**config.mk**
```make
export PLATFORM = sky130hd
export DESIGN_NAME = uart_rx_core_flat
export DESIGN_NICKNAME = d
export VERILOG_FILES = /design/src/rtl/uart_pkg.sv /design/src/rtl/uart_rx_core_if.sv /design/src/rtl/uart_baud_tick.sv /design/src/rtl/uart_rx_core.sv /design/src/flat_wrapper.sv
export SDC_FILE = /design/constraint.sdc
export NUM_CORES = 1
export LEC_CHECK = 0
export ABC_AREA = 1
export CORE_MARGIN = 10
export CORE_UTILIZATION = 55
export DETAILED_ROUTE_END_ITERATION = 7
export PLACE_DENSITY = 0.75
export SLEW_MARGIN = 0
export SYNTH_ARGS = -nofsm -noshare
export SYNTH_HDL_FRONTEND = slang
export SYNTH_HIERARCHICAL = 1
export SYNTH_SLANG_ARGS = --single-unit
export TNS_END_PERCENT = 10
```
**constraint.sdc**
```tcl
create_clock -name clk -period 2.88 [get_ports clk]
set_input_delay 0.576 -clock clk [delete_from_list [all_inputs] [get_ports clk]]
set_output_delay 0.576 -clock clk [all_outputs]
set_load 0.05 [all_outputs]
```
**src/rtl/uart_pkg.sv**
```systemverilog
// Shared UART definitions: receiver state encoding, default line settings, divider helper.
// Latency: n/a (declarations only).
// Backpressure: n/a.
package uart_pkg;

    localparam int UART_CLK_HZ    = 100_000_000;
    localparam int UART_BAUD      = 115_200;
    localparam int UART_OVS       = 16;
    localparam int UART_DATA_BITS = 8;

    typedef enum logic [2:0] {
        ST_IDLE  = 3'd0,
        ST_START = 3'd1,
        ST_DATA  = 3'd2,
        ST_STOP  = 3'd3,
        ST_BREAK = 3'd4
    } uart_rx_state_t;

    // clk cycles per oversample tick, truncated
    function automatic int uart_div(input int clk_hz, input int baud, input int ovs);
        return clk_hz / (baud * ovs);
    endfunction

endpackage

```
**src/rtl/uart_rx_core_if.sv**
```systemverilog
// Received-byte delivery bus with valid/ready handshake and status pulses.
// Latency: n/a (wires only).
// Backpressure: i_ready from the consumer; o_valid/o_data held until accepted.
interface uart_rx_core_if;
    import uart_pkg::*;

    logic [UART_DATA_BITS-1:0] o_data;
    logic                      o_valid;
    logic                      i_ready;
    logic                      o_frame_err;
    logic                      o_overrun;
    logic                      o_busy;

    modport master (
        output o_data,
        output o_valid,
        output o_frame_err,
        output o_overrun,
        output o_busy,
        input  i_ready
    );

    modport slave (
        input  o_data,
        input  o_valid,
        input  o_frame_err,
        input  o_overrun,
        input  o_busy,
        output i_ready
    );

endinterface

```
**src/rtl/uart_baud_tick.sv**
```systemverilog
// Baud/oversample tick generator: free-running 0..DIV-1 counter, synchronous clear.
// Latency: first tick DIV cycles after i_clr drops.
// Backpressure: none; tick is a single-cycle strobe.
module uart_baud_tick #(
    parameter int DIV = 54
) (
    input  logic clk,
    input  logic arst_i,
    input  logic i_clr,
    output logic o_tick
);

    localparam int            CW   = (DIV > 1) ? $clog2(DIV) : 1;
    localparam logic [CW-1:0] LAST = CW'(DIV - 1);

    logic [CW-1:0] r_cnt;

    // Divider counter; clear holds phase at zero so the next tick lands exactly DIV cycles out
    always_ff @(posedge clk or posedge arst_i) begin
        if (arst_i) begin
            r_cnt <= '0;
        end else if (i_clr || (r_cnt == LAST)) begin
            r_cnt <= '0;
        end else begin
            r_cnt <= r_cnt + 1'b1;
        end
    end

    assign o_tick = !i_clr && (r_cnt == LAST);

endmodule

```
**src/rtl/uart_rx_core.sv**
```systemverilog
// 8N1 UART receiver, 16x oversampled, single mid-bit sample, framing/overrun flags.
// Latency: byte valid on the cycle after the mid-stop-bit tick (~9.5 bit periods after start edge).
// Backpressure: o_valid held until i_ready; a byte finishing while one is still held is dropped and flagged.
module uart_rx_core
    import uart_pkg::*;
#(
    parameter int CLK_HZ = UART_CLK_HZ,
    parameter int BAUD   = UART_BAUD,
    parameter int OVS    = UART_OVS,
    parameter int DIV    = uart_div(CLK_HZ, BAUD, OVS)
) (
    input  logic             clk,
    input  logic             arst_i,
    input  logic             i_rx,
    uart_rx_core_if.master   rx_bus
);

    localparam int SW = $clog2(OVS);
    localparam int BW = $clog2(UART_DATA_BITS);

    localparam logic [SW-1:0] SMP_MID  = SW'(OVS / 2 - 1);
    localparam logic [SW-1:0] SMP_END  = SW'(OVS - 1);
    localparam logic [BW-1:0] BIT_LAST = BW'(UART_DATA_BITS - 1);

    logic                      r_rx_meta;
    logic                      r_rx_s;
    uart_rx_state_t            r_state;
    logic [SW-1:0]             r_smp_cnt;
    logic [BW-1:0]             r_bit_cnt;
    logic [UART_DATA_BITS-1:0] r_shift;
    logic [UART_DATA_BITS-1:0] r_data;
    logic                      r_valid;
    logic                      r_frame_err;
    logic                      r_overrun;
    logic                      r_busy;

    logic                      w_tick;
    logic                      w_tick_clr;

    // Two-flop synchronizer; resets to idle-high so reset never looks like a start edge
    always_ff @(posedge clk or posedge arst_i) begin
        if (arst_i) begin
            r_rx_meta <= 1'b1;
            r_rx_s    <= 1'b1;
        end else begin
            r_rx_meta <= i_rx;
            r_rx_s    <= r_rx_meta;
        end
    end

    // Holding the divider at zero while idle aligns sampling phase to the detected start edge
    assign w_tick_clr = (r_state == ST_IDLE);

    uart_baud_tick #(
        .DIV (DIV)
    ) u_baud_tick (
        .clk    (clk),
        .arst_i (arst_i),
        .i_clr  (w_tick_clr),
        .o_tick (w_tick)
    );

    // Frame FSM plus output handshake; all outputs registered here
    always_ff @(posedge clk or posedge arst_i) begin
        if (arst_i) begin
            r_state     <= ST_IDLE;
            r_smp_cnt   <= '0;
            r_bit_cnt   <= '0;
            r_shift     <= '0;
            r_data      <= '0;
            r_valid     <= 1'b0;
            r_frame_err <= 1'b0;
            r_overrun   <= 1'b0;
            r_busy      <= 1'b0;
        end else begin
            r_frame_err <= 1'b0;
            r_overrun   <= 1'b0;

            // Consumer take; a delivery in the same cycle overrides this below
            if (r_valid && rx_bus.i_ready) begin
                r_valid <= 1'b0;
            end

            unique case (r_state)
                ST_IDLE: begin
                    r_smp_cnt <= '0;
                    r_bit_cnt <= '0;
                    if (!r_rx_s) begin
                        r_state <= ST_START;
                        r_busy  <= 1'b1;
                    end
                end

                ST_START: begin
                    if (w_tick) begin
                        if (r_smp_cnt == SMP_MID) begin
                            r_smp_cnt <= '0;
                            if (r_rx_s) begin
                                // line went back high before mid start bit: noise, not a frame
                                r_state <= ST_IDLE;
                                r_busy  <= 1'b0;
                            end else begin
                                r_state <= ST_DATA;
                            end
                        end else begin
                            r_smp_cnt <= r_smp_cnt + 1'b1;
                        end
                    end
                end

                ST_DATA: begin
                    if (w_tick) begin
                        // OVS is a power of two, so the sample counter wraps to 0 by itself
                        r_smp_cnt <= r_smp_cnt + 1'b1;
                        if (r_smp_cnt == SMP_END) begin
                            r_shift   <= {r_rx_s, r_shift[UART_DATA_BITS-1:1]};
                            r_bit_cnt <= r_bit_cnt + 1'b1;
                            if (r_bit_cnt == BIT_LAST) begin
                                r_state <= ST_STOP;
                            end
                        end
                    end
                end

                ST_STOP: begin
                    if (w_tick) begin
                        r_smp_cnt <= r_smp_cnt + 1'b1;
                        if (r_smp_cnt == SMP_END) begin
                            if (r_rx_s) begin
                                r_state <= ST_IDLE;
                                r_busy  <= 1'b0;
                                if (!r_valid || rx_bus.i_ready) begin
                                    r_data  <= r_shift;
                                    r_valid <= 1'b1;
                                end else begin
                                    r_overrun <= 1'b1;
                                end
                            end else begin
                                r_frame_err <= 1'b1;
                                r_state     <= ST_BREAK;
                            end
                        end
                    end
                end

                ST_BREAK: begin
                    // stay here while the line is low so a break cannot retrigger a frame
                    if (r_rx_s) begin
                        r_state <= ST_IDLE;
                        r_busy  <= 1'b0;
                    end
                end

                default: begin
                    r_state <= ST_IDLE;
                    r_busy  <= 1'b0;
                end
            endcase
        end
    end

    assign rx_bus.o_data      = r_data;
    assign rx_bus.o_valid     = r_valid;
    assign rx_bus.o_frame_err = r_frame_err;
    assign rx_bus.o_overrun   = r_overrun;
    assign rx_bus.o_busy      = r_busy;

endmodule

```
**src/flat_wrapper.sv**
```systemverilog
// flat-port wrapper written by rule: the top's interface ports become plain ports
module uart_rx_core_flat import uart_pkg::*;
#(
    parameter int CLK_HZ = UART_CLK_HZ,
    parameter int BAUD   = UART_BAUD,
    parameter int OVS    = UART_OVS,
    parameter int DIV    = uart_div(CLK_HZ, BAUD, OVS)
)
  (clk, arst_i, i_rx, rx_bus_o_data, rx_bus_o_valid, rx_bus_o_frame_err, rx_bus_o_overrun, rx_bus_o_busy, rx_bus_i_ready);
  uart_rx_core_if rx_bus_i ();
  input  logic clk;
  input  logic arst_i;
  input  logic i_rx;
  output wire logic [$bits(rx_bus_i.o_data)-1:0] rx_bus_o_data;
  output wire logic [$bits(rx_bus_i.o_valid)-1:0] rx_bus_o_valid;
  output wire logic [$bits(rx_bus_i.o_frame_err)-1:0] rx_bus_o_frame_err;
  output wire logic [$bits(rx_bus_i.o_overrun)-1:0] rx_bus_o_overrun;
  output wire logic [$bits(rx_bus_i.o_busy)-1:0] rx_bus_o_busy;
  input wire logic [$bits(rx_bus_i.i_ready)-1:0] rx_bus_i_ready;
  assign rx_bus_o_data = rx_bus_i.o_data;
  assign rx_bus_o_valid = rx_bus_i.o_valid;
  assign rx_bus_o_frame_err = rx_bus_i.o_frame_err;
  assign rx_bus_o_overrun = rx_bus_i.o_overrun;
  assign rx_bus_o_busy = rx_bus_i.o_busy;
  assign rx_bus_i.i_ready = rx_bus_i_ready;
  uart_rx_core #(.CLK_HZ(CLK_HZ), .BAUD(BAUD), .OVS(OVS), .DIV(DIV)) u_core (.clk(clk), .arst_i(arst_i), .i_rx(i_rx), .rx_bus(rx_bus_i));
endmodule
```
==> out/metrics.cfg, run 1 <==
[die]
die_area_um2 = 5890
ioPinCount = 16
die_w_um = 76.7
die_h_um = 76.7
num_rows = 20
start_util_pct = 57.5
core_um2 = 3080

[clock_tree]
tritoncts = built
hold_buffers = 0
cts.sinks = 38
clk_pin_slew_ps = 110
clockRootBuffer = clkbuf_4
post_cts_resized = 0
cts_buffer_depth = 2
cts.htree.levels = 2
cts_buffers = 5
postCtsSetupRepairBufs = 0
clk_latency_ps = 350

[critical_path]
r2r_cells = 11
path_buf_inv = 1
crit_slowest_cell = clkdlybuf4s50_1
rrSetupSlack_ps = 840
cp_data_required_time_ps = 2300
rr_startpoint = u_core/r_state[2]
critPathMaxFanout = 2
crit_family = buffers and inverters
worstPathArrival_ps = 1550
crit_path_end_kind = output pin
start_kind = register
path_class = register to output pin
r2r_end = u_core/r_shift[6]
crit_chain = clkdlybuf4s50_1
slowest_delay_ps = 820

[timing]
fin_crit_sh_pct = 73.8
relSlewSlack_pct = 50.8
tightest_slew_ps = 735
final-setup-viol-count = 0
maxSlewViolCount = 0
hold_viol = 0
rsz0062_at_grt = no
final.min_clock_period_ps = 2130
finClkSkew_ps = 17.0
fmax_ghz = 0.470
finalWorstSetupSlack_ps = 754
fin_setup_tns_ps = 0

[final_layout]
instances_no_fill = 271
fillers = 248
nets = 235
final_core_util_pct = 66.4
register_area_um2 = 953
drive_above_1_share_pct = 11.5
diodes = 0
area_delta_synth_final_pct = 15.6
multi_input_area_um2 = 722

[detailed_routing]
vias_per_cell = 4.97
num_vias = 1346
drc_errors = 0
drt_wl_total_um = 3240
dr.pass1.iters = 5
drtIter0Drc = 104
routedWlPerCell_um = 12.0
antenna_left = 0

[yosys]
synth_fp_nets = 214
netlist_area_um2 = 1770
syn_inst = 205
synth_cell_types = 23
yosysWarnings = 6
ys_seq_area_share_pct = 53.9
syn-mean-instance-area_um2 = 8.63
synth_seq_cells = 38

[global_routing]
antenna_found_initial = 0
grt_pass1_vias = 1377
grt_start_max_net_pins = 33
grt_usage_pct = 12.2
grt_pass1_wl_um = 5990
gr-max-usage-layer = met2
gr-usage-met1_pct = 14.1
globalRouteOverflowTotal = 0
grt_use_met2_pct = 19.7
grtUsageMet3_pct = 3.96

[pwr]
leakage_nw = 1.02
ir_drop_mv = 0.276
p_per_area_nw_per_um2 = 456

[outcome]
status = completed

[placed_design]
hpwl_um = 2440
pre_cts_ws_ps = 899
dp.cells = 263
gp_congestion = 0.915
portBuffers = 15

[min_path]
min_to = u_core/r_rx_s
holdPathStages = 0
min_path_type = register to register
holdCritStartpoint = u_core/r_rx_meta

[job]
drv_cap = 0

==> how the worst max path moves through the flow <==
stage | from | end | slack [ps] | cells past startpoint
after floorplan | u_core/r_state[2] | u_core/rx_bus.o_data[0] | 1260 | 10
after global placement | rx_bus_i_ready | u_core/rx_bus.o_data[1] | 910 | 5
after detailed placement | u_core/r_state[2] | u_core/r_shift[6] | 900 | 11
after CTS | u_core/rx_bus.o_data[4] | rx_bus_o_data[4] | 730 | 1
after global routing | u_core/r_state[2] | u_core/r_shift[4] | 590 | 11
final | u_core/rx_bus.o_data[4] | rx_bus_o_data[4] | 750 | 1
==> cell usage in the layout (no fill, tap or decap) <==
cell / Yosys / layout
a21oi_1: 2 / 2
buf_4: 0 / 1
bufinv_16: 0 / 1
clkbuf_1: 0 / 1
clkbuf_4: 0 / 5
clkbuf_8: 0 / 1
clkdlybuf4s50_1: 0 / 15
dfrtp_1: 36 / 36
dfstp_2: 2 / 2
ha_1: 5 / 5
inv_1: 17 / 17
inv_2: 2 / 2
nand2_1: 72 / 72
nand2_2: 2 / 2
nand2_4: 1 / 1
nand3_1: 12 / 12
nand3_2: 3 / 3
nand3b_1: 1 / 1
nor2_1: 20 / 20
nor2_2: 4 / 4
nor2_4: 2 / 2
nor3_1: 1 / 1
o21ai_0: 7 / 7
o21ai_1: 8 / 8
o21ai_2: 1 / 1
o21bai_2: 1 / 1
xnor2_1: 1 / 1
xor2_1: 3 / 3
==> worst reg2reg max path, cell delays in order, from the launching register on <==
cell	delay, ps
dfrtp_1	440
inv_1	150
nand2_1	160
inv_1	100
nor2_1	200
inv_1	100
nor2_2	170
inv_1	110
nor2_4	240
inv_2	120
nand2_1	70
o21ai_0	70
==> flip-flops by register name, summed over array words and instances, names as in the netlist <==
| register | count |
|---|---|
| u_core/r_shift | 8 |
| u_core/rx_bus.o_data | 8 |
| u_core/u_baud_tick/r_cnt | 6 |
| u_core/r_smp_cnt | 4 |
| u_core/r_bit_cnt | 3 |
| u_core/r_state | 3 |
| u_core/r_rx_meta | 1 |
| u_core/r_rx_s | 1 |
| u_core/rx_bus.o_busy | 1 |
| u_core/rx_bus.o_frame_err | 1 |
| u_core/rx_bus.o_overrun | 1 |
| u_core/rx_bus.o_valid | 1 |
==> layer usage <==
metal  share of wire (%)  vias up
met5                   0        -
met4                 2.3        0
met3                 6.6       11
met2                  45       41
met1                  46      611
li1                    -      683
==> area by class of cell <==
type	instances	share of cell area, %
Multi-Input combinational cell	146	35.3
Inverter	19	3.49
Clock inverter	1	1.47
Tap cell	44	2.69
Sequential cell	38	46.6
Timing Repair Buffer	16	7.71
Clock buffer	7	2.69
==> cell families (layout without fill, tap and decap cells) <==
family	after synthesis	after routing	synth area share (%)
AOI/OAI and AO/OA	19	19	5.94
xor gates and xnor gates	4	4	1.98
adders and majority gates	5	5	3.54
and+or+nand+nor	118	118	29.3
DFF	38	38	53.9
buffers and inverters	21	43	5.30
==> metrics by stage <==
| stage | power [W] | cell area, µm² | hold WS, ps |
|---|---|---|---|
| 6_report | 0.000932 | 2040 | 363 |
| 3_5_place_dp | 0.000565 | 1960 | 351 |
| 5_1_grt | 0.000974 | 2040 | 373 |
| 2_1_floorplan | 0.000556 | 1770 | 345 |
| 3_3_place_gp | 0.000565 | 1960 | 348 |
| 4_1_cts | 0.000943 | 2040 | 365 |
==> Yosys cell counts <==
library cell	n	area, µm²
nand2_1	72	270
dfrtp_1	36	901
nor2_1	20	75.1
inv_1	17	63.8
nand3_1	12	60.1
o21ai_1	8	40.0
o21ai_0	7	35.0
ha_1	5	62.6
nor2_2	4	25.0
nand3_2	3	30.0
xor2_1	3	26.3
a21oi_1	2	10.0
buf_6	2	22.5
dfstp_2	2	52.6
inv_2	2	7.51
nand2_2	2	12.5
nor2_4	2	22.5
nand2_4	1	11.3
nand3b_1	1	7.51
nor3_1	1	5.00
o21ai_2	1	8.76
o21bai_2	1	11.3
xnor2_1	1	8.76
==> power breakdown <==
group,total [W],internal [W],switching [W]
combinational,0.0000165,0.00000518,0.0000113
clock,0.000378,0.000207,0.000170
sequential,0.000538,0.000536,0.00000170
No activity file was read; power rests on OpenSTA's default activity.
==> inputs of run 2 (changes only) <==
Settings changed: CORE_UTILIZATION 55 to 51, PLACE_DENSITY 0.75 to 0.73.
Clock period 2.88 ns to 1.9 ns, I/O delays scaled along.
==> run 2 against run 1 <==
Combinational power grew 62%. Critical path depth grew 10. Critical endpoint is now u_core/r_shift[6]. Clock power grew 87%.
==> out/metrics.cfg, run 2 (same netlist as run 1, synthesis figures left out) <==
[timing]
maxSlewViolCount = 0  ; unchanged
tightest_slew_ps = 507  ; was 735 ps
final.min_clock_period_ps = 1740
hold_ws_ps = 266  ; was 363 ps
fin_setup_tns_ps = 0  ; unchanged
hold_viol = 0  ; unchanged
fmax_ghz = 0.576
finClkSkew_ps = 9.72  ; was 17.0 ps
final-setup-viol-count = 0  ; unchanged
fin_crit_sh_pct = 91.4
relSlewSlack_pct = 66.1  ; was 50.8%

[global_routing]
globalRouteOverflowTotal = 0  ; unchanged
antenna_found_initial = 0  ; unchanged
grt_start_max_net_pins = 14  ; was 33
grt_usage_pct = 11.4  ; was 12.2%
grt_pass1_vias = 1292  ; was 1,377
grt_pass1_wl_um = 5740  ; was 5990 µm

[final_layout]
area_delta_synth_final_pct = 22.2  ; was 15.6%
fillers = 282  ; was 248
drive_above_1_share_pct = 18.5  ; was 11.5%
nets = 246  ; was 235
final_cell_mix = 72 x nand2_1, 36 x dfrtp_1, 19 x nor2_1, 17 x buf_4, 17 x inv_1  ; was 72 x nand2_1, 36 x dfrtp_1, 20 x nor2_1, 17 x inv_1, 15 x clkdlybuf4s50_1
final_common_cell = nand2_1  ; unchanged
diodes = 0  ; unchanged

[clock_tree]
cts_buffers = 5  ; unchanged
cts_buffer_depth = 2  ; unchanged
cts.htree.levels = 2  ; unchanged
clk_latency_ps = 340  ; was 350 ps
clk_pin_slew_ps = 110  ; about the same
clockRootBuffer = clkbuf_4  ; unchanged
tritoncts = built  ; unchanged
cts.sinks = 38  ; unchanged

[outcome]
status = completed  ; unchanged

[pwr]
ir_drop_mv = 0.527  ; was 0.276 mV
p_per_area_nw_per_um2 = 715  ; was 456 nW/µm²
leakage_nw = 1.16  ; was 1.02 nW

[critical_path]
crit_end = u_core/r_shift[6]  ; was rx_bus_o_data[4]
cp_data_required_time_ps = 2130  ; was 2300 ps
critPathMaxFanout = 9  ; was 2
rrSetupSlack_ps = 160  ; was 840 ps
crit_slowest_cell = dfrtp_1  ; was clkdlybuf4s50_1
slowest_delay_ps = 400  ; was 820 ps
rr_startpoint = u_core/u_baud_tick/r_cnt[1]  ; was u_core/r_state[2]
path_buf_inv = 4  ; was 1
crit_chain = inv_1 -> ha_1 -> nand3_2 -> nor2_4 -> inv_1 -> nor2_4 -> inv_1 -> nor2_4 -> inv_2 -> nand2_1 -> o21ai_0  ; was clkdlybuf4s50_1
crit_family = simple AND/OR/NAND/NOR gates  ; was buffers and inverters
start_kind = register  ; unchanged
r2r_cells = 11  ; unchanged
critical_path.startpoint = u_core/u_baud_tick/r_cnt[1]  ; was u_core/rx_bus.o_data[4]
path_class = register to register  ; was register to output pin
r2r_end = u_core/r_shift[6]  ; unchanged
worstPathArrival_ps = 1970  ; was 1550 ps
crit_path_end_kind = register  ; was output pin
cp.depth = 11  ; was 1

[die]
num_rows = 21  ; was 20
core_um2 = 3340  ; was 3080 µm²
start_util_pct = 53.0  ; was 57.5%
die_area_um2 = 6230  ; was 5890 µm²
ioPinCount = 16  ; unchanged
die_h_um = 78.9  ; was 76.7 µm
die_w_um = 78.9  ; was 76.7 µm

[detailed_routing]
num_vias = 1365  ; was 1,346
drc_errors = 0  ; unchanged
antenna_left = 0  ; unchanged
routedWlPerCell_um = 11.2  ; was 12.0 µm
drt_wl_total_um = 3190  ; was 3240 µm
drtIter0Drc = 57  ; was 104
dr.pass1.iters = 4  ; was 5
vias_per_cell = 4.81  ; was 4.97

[placed_design]
gp_congestion = 0.816  ; was 0.915
hpwl_um = 2440  ; about the same
portBuffers = 15  ; unchanged

[job]
drv_cap = 0  ; unchanged

[min_path]
min_path_type = primary input to asynchronous set/reset pin  ; was register to register

==> run 2: worst min-delay path by stage <==
stage,startpoint,to,slack (ps),cells after the start
2_1_floorplan,arst_i,u_core/u_baud_tick/r_cnt[0],170,1
3_3_place_gp,u_core/r_rx_meta,u_core/r_rx_s,350,0
3_5_place_dp,u_core/r_rx_meta,u_core/r_rx_s,350,0
4_1_cts,arst_i,u_core/u_baud_tick/r_cnt[3],260,2
5_1_grt,arst_i,u_core/u_baud_tick/r_cnt[4],280,2
6_report,arst_i,u_core/u_baud_tick/r_cnt[3],270,2
==> run 2: cell type report <==
cell class / count / area (µm²) / area share, %
sequential: 38 / 953 / 44.1
multi-input combinational: 146 / 742 / 34.3
timing repair buffer: 27 / 226 / 10.5
clock buffer: 6 / 51.3 / 2.37
clock inverter: 2 / 60.1 / 2.78
tap: 46 / 57.6 / 2.66
inverter: 19 / 71.3 / 3.30
==> run 2: per-stage QoR <==
step	power, W	util (%)	setup WS [ps]	area (µm²)	instances
after floorplan	0.000843	-	279	1770	205
after detailed placement	0.000858	60.4	-0.463	2020	274
after global placement	0.000858	60.4	96.5	2020	274
final	0.00155	64.8	163	2160	284
after CTS	0.00157	63.9	3.03	2130	282
after global routing	0.00162	64.8	-0.499	2160	284
==> run 2: worst reg2reg max path: stages (launching register included) <==
cell	delay, ps
dfrtp_1	400
inv_1	80
ha_1	160
nand3_2	120
nor2_4	130
inv_1	80
nor2_4	150
inv_1	110
nor2_4	180
inv_2	110
nand2_1	60
o21ai_0	60
==> run 2: repair_timing <==
item | in CTS | in global routing
gates resized for setup | 7 | 5
endpoints found under the setup margin | 13 | 23
buffers inserted | 0 | 2
pin swaps | 0 | 2
hold buffers | 0 | 0
==> run 2: where the power goes <==
| group | leakage [nW] | switching, W | internal [W] |
|---|---|---|---|
| Sequential | 0.504 | 0.00000255 | 0.000812 |
| Combinational | 0.601 | 0.0000175 | 0.00000920 |
| Clock | 0.0585 | 0.000260 | 0.000446 |
| Total | 1.16 | 0.000280 | 0.00127 |
==> run 2: metal layers <==
| metal | track usage [%] | up-vias | wire length (µm) |
|---|---|---|---|
| met1 | 13.7 | 622 | 1500 |
| met3 | 5.07 | 5 | 214 |
| li1 | - | 708 | - |
| met4 | 4.30 | 0 | 51 |
| met5 | 0 | - | 0 |
| met2 | 17.7 | 30 | 1430 |
==> inputs of run 3 (changes only) <==
Settings changed: PLACE_DENSITY 0.73 to 0.72.
==> run 3 against run 2 <==
Cell count shrank 0.70%. Global-route usage shrank 0.89 points. Count of clock-buffer cells in the layout rose by 1. Maximum frequency decreased by 5.7%. Worst setup slack worse by 100 ps. Die area did not move. Clock skew hardly changed. Register-to-register slack about the same. Routed wire length shrank 6.1%. Critical path depth decreased by 10. Sequential power barely moved. Design area down 2.1%. Critical path type is now register to output pin. Critical endpoint is now rx_bus_o_frame_err.
==> out/metrics.cfg, run 3 (same netlist as run 1, synthesis figures left out) <==
[timing]
relSlewSlack_pct = 66.1  ; about the same
finClkSkew_ps = 9.74  ; was 9.72 ps
final-setup-viol-count = 0  ; unchanged
rsz0062_at_grt = no
hold_viol = 0  ; unchanged
tightest_slew_ps = 507  ; about the same
final.min_clock_period_ps = 1840  ; was 1740 ps
hold_ws_ps = 271  ; was 266 ps
fin_setup_tns_ps = 0  ; unchanged
maxSlewViolCount = 0  ; unchanged
fin_crit_sh_pct = 96.9  ; was 91.4%
fmax_ghz = 0.543  ; was 0.576 GHz

[pwr]
p_seq_share_pct = 59.6  ; was 52.7%
clock_power_share_pct = 38.5  ; was 45.6%
p_per_area_nw_per_um2 = 645  ; was 715 nW/µm²
p_int_w = 0.00110  ; was 0.00127 W
switching_share_pct = 19.5  ; was 18.1%
ir_drop_mv = 0.391  ; was 0.527 mV
combPwrFrac_pct = 1.9  ; was 1.7%
leakage_nw = 1.15  ; was 1.16 nW
switchingPower_w = 0.000267  ; was 0.000280 W

[clock_tree]
clk_pin_slew_ps = 110  ; about the same
cts_buffer_depth = 2  ; unchanged
clockRootBuffer = clkbuf_4  ; unchanged
tritoncts = built  ; unchanged
cts.htree.levels = 2  ; unchanged
hold_buffers = 0  ; unchanged
cts_buffers = 5  ; unchanged
clk_latency_ps = 340  ; about the same
cts.sinks = 38  ; unchanged

[global_routing]
grt_usage_pct = 10.5  ; was 11.4%
grt_pass1_vias = 1202  ; was 1,292
grt_pass1_wl_um = 5330  ; was 5740 µm
antenna_found_initial = 0  ; unchanged
globalRouteOverflowTotal = 0  ; unchanged
grt_start_max_net_pins = 33  ; was 14

[critical_path]
crit_slowest_cell = clkdlybuf4s50_1  ; was dfrtp_1
path_buf_inv = 1  ; was 4
rrSetupSlack_ps = 170  ; was 160 ps
crit_path_end_kind = output pin  ; was register
cp_data_required_time_ps = 1520  ; was 2130 ps
crit_chain = clkdlybuf4s50_1  ; was inv_1 -> ha_1 -> nand3_2 -> nor2_4 -> inv_1 -> nor2_4 -> inv_1 -> nor2_4 -> inv_2 -> nand2_1 -> o21ai_0
worstPathArrival_ps = 1460  ; was 1970 ps
slowest_delay_ps = 790  ; was 400 ps
crit_family = buffers and inverters  ; was simple AND/OR/NAND/NOR gates
start_kind = register  ; unchanged
path_class = register to output pin  ; was register to register
critPathMaxFanout = 1  ; was 9

[detailed_routing]
antenna_left = 0  ; unchanged
dr.pass1.iters = 6  ; was 4
drc_errors = 0  ; unchanged
vias_per_cell = 4.61  ; was 4.81
drtIter0Drc = 100  ; was 57
num_vias = 1299  ; was 1,365
drt_wl_total_um = 3000  ; was 3190 µm
routedWlPerCell_um = 10.6  ; was 11.2 µm

[placed_design]
gp_congestion = 0.846  ; was 0.816
portBuffers = 15  ; unchanged
hpwl_um = 2210  ; was 2440 µm

[die]
ioPinCount = 16  ; unchanged
num_rows = 21  ; unchanged
die_area_um2 = 6230  ; unchanged
start_util_pct = 53.0  ; unchanged
core_um2 = 3340  ; unchanged
die_h_um = 78.9  ; unchanged
die_w_um = 78.9  ; unchanged

[final_layout]
final_cell_mix = 72 x nand2_1, 36 x dfrtp_1, 19 x nor2_1, 17 x inv_1, 14 x buf_4  ; was 72 x nand2_1, 36 x dfrtp_1, 19 x nor2_1, 17 x buf_4, 17 x inv_1
fillers = 291  ; was 282
area_delta_synth_final_pct = 19.7  ; was 22.2%
nets = 244  ; was 246
final_common_cell = nand2_1  ; unchanged
diodes = 0  ; unchanged
drive_above_1_share_pct = 16.5  ; was 18.5%

[job]
drv_cap = 0  ; unchanged

[min_path]
min_path_type = primary input to asynchronous set/reset pin  ; unchanged

[outcome]
status = completed  ; unchanged

==> run 3: worst reg2reg max path: stages, from the launching register on <==
cell,delay (ps)
dfrtp_1,410
inv_1,80
ha_1,150
nand3_2,110
nor2_4,120
inv_1,80
nor2_4,150
inv_1,110
nor2_4,170
inv_2,110
nand2_1,70
o21ai_0,70
==> run 3: cell type report <==
class | count | area, µm² | share of cell area [%]
Tap cell | 46 | 57.6 | 2.72
Sequential cell | 38 | 953 | 45.0
Timing Repair Buffer | 25 | 218 | 10.3
Inverter | 19 | 71.3 | 3.37
Clock inverter | 1 | 30.0 | 1.42
Clock buffer | 7 | 45.0 | 2.13
Multi-Input combinational cell | 146 | 742 | 35.0
==> run 3: power by group through the flow <==
stage	clock network, W	registers (W)	logic [W]
5_1_grt	0.000577	0.000815	0.0000296
3_3_place_gp	0	0.000830	0.0000263
2_1_floorplan	0	0.000830	0.0000140
4_1_cts	0.000544	0.000814	0.0000264
6_report	0.000526	0.000815	0.0000253
3_5_place_dp	0	0.000830	0.0000264
==> run 3: worst paths after layout <==
kind                                             start                     endpoint  cells after the start
max in group asynchronous                       arst_i             u_core/r_rx_meta                      3
max                          u_core/rx_bus.o_frame_err           rx_bus_o_frame_err                      1
min in group clk                      u_core/r_rx_meta                u_core/r_rx_s                      0
max reg2reg                u_core/u_baud_tick/r_cnt[1]            u_core/r_shift[6]                     11
min reg2reg                           u_core/r_rx_meta                u_core/r_rx_s                      0
min                                             arst_i  u_core/u_baud_tick/r_cnt[3]                      2
==> run 3: metrics by stage <==
stage	power [W]	worst slack [ps]	area, µm²	util (%)	instances
finish	0.00137	58.1	2120	63.4	282
detailed placement	0.000856	37.2	2020	60.5	274
floorplan	0.000843	279	1770	-	205
global placement	0.000856	110	2020	60.5	274
CTS	0.00139	3.36	2090	62.6	282
global route	0.00142	9.02	2120	63.4	282
==> run 3: what timing repair did <==
| action | 4_1_cts | 5_1_grt |
|---|---|---|
| pin swaps | 0 | 1 |
| buffers inserted | 0 | 0 |
| gates resized for setup | 4 | 8 |
| endpoints found under the setup margin | 4 | 21 |
==> run 3: metal layers <==
metal | routed length (µm) | vias up | track usage [%]
met4 | 44 | 0 | 4.84
li1 | - | 703 | -
met3 | 140 | 4 | 4.17
met2 | 1250 | 20 | 14.9
met1 | 1570 | 572 | 13.7
met5 | 0 | - | 0
